$ cat src/rtl/rt1_pkg.sv
// Shared types and helpers for the return-to-one serialiser.
package rt1_pkg;

  typedef enum logic [1:0] {
    IDLE      = 2'd0,
    DATA_HALF = 2'd1,
    RET_HALF  = 2'd2
  } state_t;

  localparam int HALF_CYC_MIN = 2;

  function automatic int cnt_w(input int n);
    return (n > 1) ? $clog2(n) : 1;
  endfunction

endpackage

$ cat src/rtl/rt1_half_timer.sv
// Half-bit cycle counter; exposes its terminal count now and look-ahead flags
// for the next cycle so the encoder can register its outputs without added latency.
module rt1_half_timer
  import rt1_pkg::*;
#(
  parameter int HALF_CYC = 4
) (
  input  logic clk,
  input  logic rst_n,
  input  logic clr,
  output logic half_end,
  output logic half_end_nx,
  output logic mid_nx
);

  localparam int HC = (HALF_CYC < HALF_CYC_MIN) ? HALF_CYC_MIN : HALF_CYC;
  localparam int CW = cnt_w(HC);
  localparam logic [CW-1:0] LAST = CW'(HC - 1);
  localparam logic [CW-1:0] MID  = CW'(HC / 2);

  logic [CW-1:0] cnt;
  logic [CW-1:0] cnt_nx;

  always_comb begin
    cnt_nx = (clr || half_end) ? '0 : cnt + CW'(1);
  end

  assign half_end    = (cnt == LAST);
  assign half_end_nx = (cnt_nx == LAST);
  assign mid_nx      = (cnt_nx == MID);

  always_ff @(posedge clk or negedge rst_n) begin
    if (!rst_n) cnt <= '0;
    else        cnt <= cnt_nx;
  end

endmodule

$ cat src/rtl/rt1_serial_encoder.sv
// RT1 serialiser: MSB-first, each bit = data level for one half-bit then forced 1.
// All line-side outputs are flops fed from next-state values.
module rt1_serial_encoder
  import rt1_pkg::*;
#(
  parameter int DATA_W   = 8,
  parameter int HALF_CYC = 4
) (
  input  logic              clk,
  input  logic              rst_n,
  input  logic [DATA_W-1:0] din,
  input  logic              din_valid,
  output logic              din_ready,
  output logic              sout,
  output logic              clkout,
  output logic              sample_stb,
  output logic              busy,
  output logic              done
);

  localparam int BW = cnt_w(DATA_W);
  localparam logic [BW-1:0] BIT_LAST = BW'(DATA_W - 1);

  state_t            state, state_nx;
  logic [DATA_W-1:0] shreg, shreg_nx;
  logic [BW-1:0]     bit_cnt, bit_nx;
  logic              half_end, half_end_nx, mid_nx;
  logic              last_cycle, xfer;
  logic              sout_nx, clkout_nx, stb_nx, busy_nx, done_nx;

  rt1_half_timer #(
    .HALF_CYC (HALF_CYC)
  ) u_timer (
    .clk         (clk),
    .rst_n       (rst_n),
    .clr         (state == IDLE),
    .half_end    (half_end),
    .half_end_nx (half_end_nx),
    .mid_nx      (mid_nx)
  );

  assign last_cycle = (state == RET_HALF) && half_end && (bit_cnt == BIT_LAST);
  assign din_ready  = rst_n && ((state == IDLE) || last_cycle);
  assign xfer       = din_valid && din_ready;

  always_ff @(posedge clk or negedge rst_n) begin
    if (!rst_n) begin
      state      <= IDLE;
      shreg      <= '0;
      bit_cnt    <= '0;
      sout       <= 1'b1;
      clkout     <= 1'b1;
      sample_stb <= 1'b0;
      busy       <= 1'b0;
      done       <= 1'b0;
    end else begin
      state      <= state_nx;
      shreg      <= shreg_nx;
      bit_cnt    <= bit_nx;
      sout       <= sout_nx;
      clkout     <= clkout_nx;
      sample_stb <= stb_nx;
      busy       <= busy_nx;
      done       <= done_nx;
    end
  end

  always_comb begin
    state_nx = state;
    shreg_nx = shreg;
    bit_nx   = bit_cnt;
    case (state)
      IDLE: begin
        if (xfer) begin
          state_nx = DATA_HALF;
          shreg_nx = din;
          bit_nx   = '0;
        end
      end
      DATA_HALF: begin
        if (half_end) state_nx = RET_HALF;
      end
      RET_HALF: begin
        if (half_end) begin
          if (bit_cnt == BIT_LAST) begin
            bit_nx = '0;
            if (xfer) begin
              // back-to-back word: no idle gap between frames
              state_nx = DATA_HALF;
              shreg_nx = din;
            end else begin
              state_nx = IDLE;
            end
          end else begin
            state_nx = DATA_HALF;
            shreg_nx = {shreg[DATA_W-2:0], 1'b0};
            bit_nx   = bit_cnt + BW'(1);
          end
        end
      end
      default: begin
        state_nx = IDLE;
        bit_nx   = '0;
      end
    endcase
  end

  always_comb begin
    sout_nx   = (state_nx == DATA_HALF) ? shreg_nx[DATA_W-1] : 1'b1;
    clkout_nx = (state_nx != DATA_HALF);
    stb_nx    = (state_nx == DATA_HALF) && mid_nx;
    busy_nx   = (state_nx != IDLE);
    done_nx   = (state_nx == RET_HALF) && half_end_nx && (bit_nx == BIT_LAST);
  end

endmodule

$ cat config.mk
export PLATFORM = sky130hd
export DESIGN_NAME = rt1_serial_encoder
export DESIGN_NICKNAME = d
export VERILOG_FILES = /design/src/rtl/rt1_pkg.sv /design/src/rtl/rt1_half_timer.sv /design/src/rtl/rt1_serial_encoder.sv
export SDC_FILE = /design/constraint.sdc
export NUM_CORES = 1
export LEC_CHECK = 0
export CAP_MARGIN = 30
export CORE_MARGIN = 2
export CORE_UTILIZATION = 50
export DETAILED_ROUTE_END_ITERATION = 8
export HOLD_SLACK_MARGIN = 0.02
export PLACE_DENSITY = 0.77
export SETUP_SLACK_MARGIN = 0.3
export SLEW_MARGIN = 10
export SYNTH_ARGS = -nofsm -noshare
export SYNTH_HDL_FRONTEND = slang
export SYNTH_SLANG_ARGS = --single-unit
$ cat constraint.sdc
create_clock -name clk -period 4.75 [get_ports clk]
set_input_delay 0.95 -clock clk [delete_from_list [all_inputs] [get_ports clk]]
set_output_delay 0.95 -clock clk [all_outputs]
set_load 0.05 [all_outputs]
==> results_dict.tcl <==
set metrics [dict create \
    status "finished, final reports clean" \
    multiInputGateArea_um2 511.7 \
    seq_area_um2 503.0 \
    hold_buffers 0 \
    netlist_top_cells_count "18 x dfrtp_1, 7 x nor2_1, 6 x mux2i_1, 6 x nand2b_1" \
    max_freq_mhz 273.9 \
    met1Wirelength_um 1019 \
    ys.flop_type "dfrtp_1" \
    start_util_pct 53.91 \
    wl_met3_um 85 \
    worst_pin_slew_ps 732.7 \
    grt_max_degree 24 \
    met2_wirelength_um 941 \
    worst_setup_path_end_kind "output port" \
    pin_count 17 \
    fin_crit_sh_pct 76.88 \
    die_area_um2 2523 \
    drive_gt1_share_pct 11.21 \
    path_buf_inv 1 \
    yosysSeqAreaShare_pct 47.07 \
    cpMaxStageDelayCell "clkdlybuf4s50_1" \
    rsz0062_at_grt "false" \
    stdcell_count 143 \
    min-delay-start "u_timer.cnt[0]" \
    crit_fanout 19 \
    min_to "u_timer.cnt[0]" \
    routed_wl_um 2045 \
    vias_per_cell 5.741 \
    grt_overflow 0 \
    final_antenna_net_count 0 \
    required_ps 3800 \
    via_count 821 \
    yosys-top-cells-area "dfrtp_1 42%, mux2i_1 5.6%, dfstp_2 4.9%, ha_1 3.5%, nand2b_1 3.5%" \
    rr_startpoint "u_timer.cnt[0]" \
    synth_top_area_share_pct 42.15 \
    synth-edff-count 0 \
    cts_tree "yes" \
    syn_nets 114 \
    r2r-end "shreg[2]" \
    n_fill_cell 168 \
    insertedDiodeCount 0 \
    antenna_found_initial 0 \
    drv_cap 0 \
    vdd_drop_max_mv 0.3824 \
    min_path_type "reg -> reg" \
    synth_largest_area_cell "dfrtp_1" \
    cts_setup_buffers 0 \
    hold_viol 0 \
    cts.sinks 20 \
    setup_viol 0 \
    cts_root_buffer "clkbuf_4" \
    crit_path_start "u_timer.cnt[0]" \
    grtUsageTotal_pct 18.51 \
    slew_headroom_pct 51.15 \
    period_minus_slack_ps 3652 \
    drt_iter0_drc 24 \
    cts-htree-levels 1 \
    critPathTopFamily "buffers and inverters" \
    std_cell_rows 16 \
    dp.cells 139 \
    ctsResizeCount 0 \
    highest-signal-layer "met3" \
    p_per_area_nw_per_um2 609.6 \
    grt_pass1_vias 824 \
    ys_ff_latch 20 \
    tns_ps 0 \
    worst_clock_skew_ps 3.447 \
    drc 0 \
    rr_worst_depth 5 \
    cts.clk_slew.worst_paths_ps 120 \
    grt_first_pass_wirelength_um 3594 \
    synth_cell_type_count 38 \
    syn_inst 100 \
    async_flop_share_pct 100.0 \
    clock_latency_ps 300 \
    yosysWarnings 0 \
    rrSetupSlack_ps 2880 \
    core_area_um2 1982 \
    wl_per_cell_um 14.30 \
    nets 131 \
    die_y_um 50.23 \
    yosysMostFrequentCell "dfrtp_1" \
    cts_buffer_depth 2 \
    place_congestion 0.7662 \
    netlist_area_um2 1069 \
    portBuffers 16 \
    dp_hpwl_um 1438 \
    final-max-slew-violation-count 0 \
    worstPathArrival_ps 2700 \
    cp_cell_sequence "ha_1, a21boi_4, or2_4, nor2_1, clkdlybuf4s50_1" \
    min_path_cells 1 \
    numCtsBuffers 3 \
    p_leak_nw 0.5422 \
    start_kind "flip-flop" \
    max_stage_delay_ps 820 \
    worst-setup-path-type "reg -> out" \
    die_w_um 50.23 \
    avgSynthCellArea_um2 10.69 \
    area_delta_synth_final_pct 19.79 \
    drtPass1Iterations 4 \
]
power breakdown:
part / internal [mW] / leakage, nW / switching (mW)
logic: 0.151 / 0.263 / 0.185
clock network: 0.0852 / 0.0279 / 0.0555
registers: 0.242 / 0.252 / 0.0618
per-layer routing:
metal	global-route usage [%]	vias to the layer above
met1	24.37	409
met4	4.167	0
met3	4.464	0
met5	0	-
met2	30.70	15
li1	-	397
state kept, by name (all words and copies together) (netlist names):
| register | flops |
|---|---|
| shreg | 8 |
| bit_cnt | 3 |
| state | 2 |
| u_timer.cnt | 2 |
| busy | 1 |
| clkout | 1 |
| done | 1 |
| sample_stb | 1 |
| sout | 1 |
layout make-up:
class,count,area share [%]
multi-input combinational,72,39.98
sequential,20,39.30
timing repair buffer,17,13.10
tap,27,2.639
clock inverter,1,2.346
clock buffer,3,1.760
inverter,3,0.8798
placed cells by master (no fill, tap or decap), types with 2 or more instances in the layout:
master / instances
dfrtp_1: 18
nor2_2: 2
clkbuf_4: 3
o22ai_1: 3
inv_1: 2
clkdlybuf4s50_1: 16
a21oi_1: 2
nand2b_1: 6
nor2_1: 7
a221o_1: 3
nand2_1: 2
mux2i_1: 6
and2_1: 2
a21boi_0: 2
a22oi_1: 3
ha_1: 3
dfstp_2: 2
o21ai_1: 5
nand3_1: 4
o21ai_0: 5
and3_1: 2
through the flow:
step	hold slack [ps]	setup WS, ps	utilization (%)	cell area [um^2]	power, mW
4_1_cts	496.7	1100	64.58	1280	0.7838
6_report	488.5	1098	64.58	1280	0.7803
2_1_floorplan	443.7	2061	-	1069	0.5622
5_1_grt	507.7	939.2	64.58	1280	0.8291
3_5_place_dp	477.2	1103	61.93	1227	0.6439
3_3_place_gp	461.8	1135	61.93	1227	0.6302
logic make-up (layout without fill, tap and decap cells):
logic type | count (synthesis) | in the layout | share of synthesized area, %
simple gates | 34 | 34 | 18.27
buf+inv | 8 | 24 | 5.034
compound gates | 29 | 29 | 20.49
mux | 6 | 6 | 5.621
flops | 20 | 20 | 47.07
fa+ha+maj | 3 | 3 | 3.513
how the worst max path moves through the flow:
stage	end	slack, ps	depth (start not counted)
2_1_floorplan	din_ready	2060	5
3_3_place_gp	din_ready	1130	5
3_5_place_dp	din_ready	1100	5
4_1_cts	din_ready	1100	5
5_1_grt	din_ready	940	5
6_report	din_ready	1100	5
(Power assumes the default switching activity.)
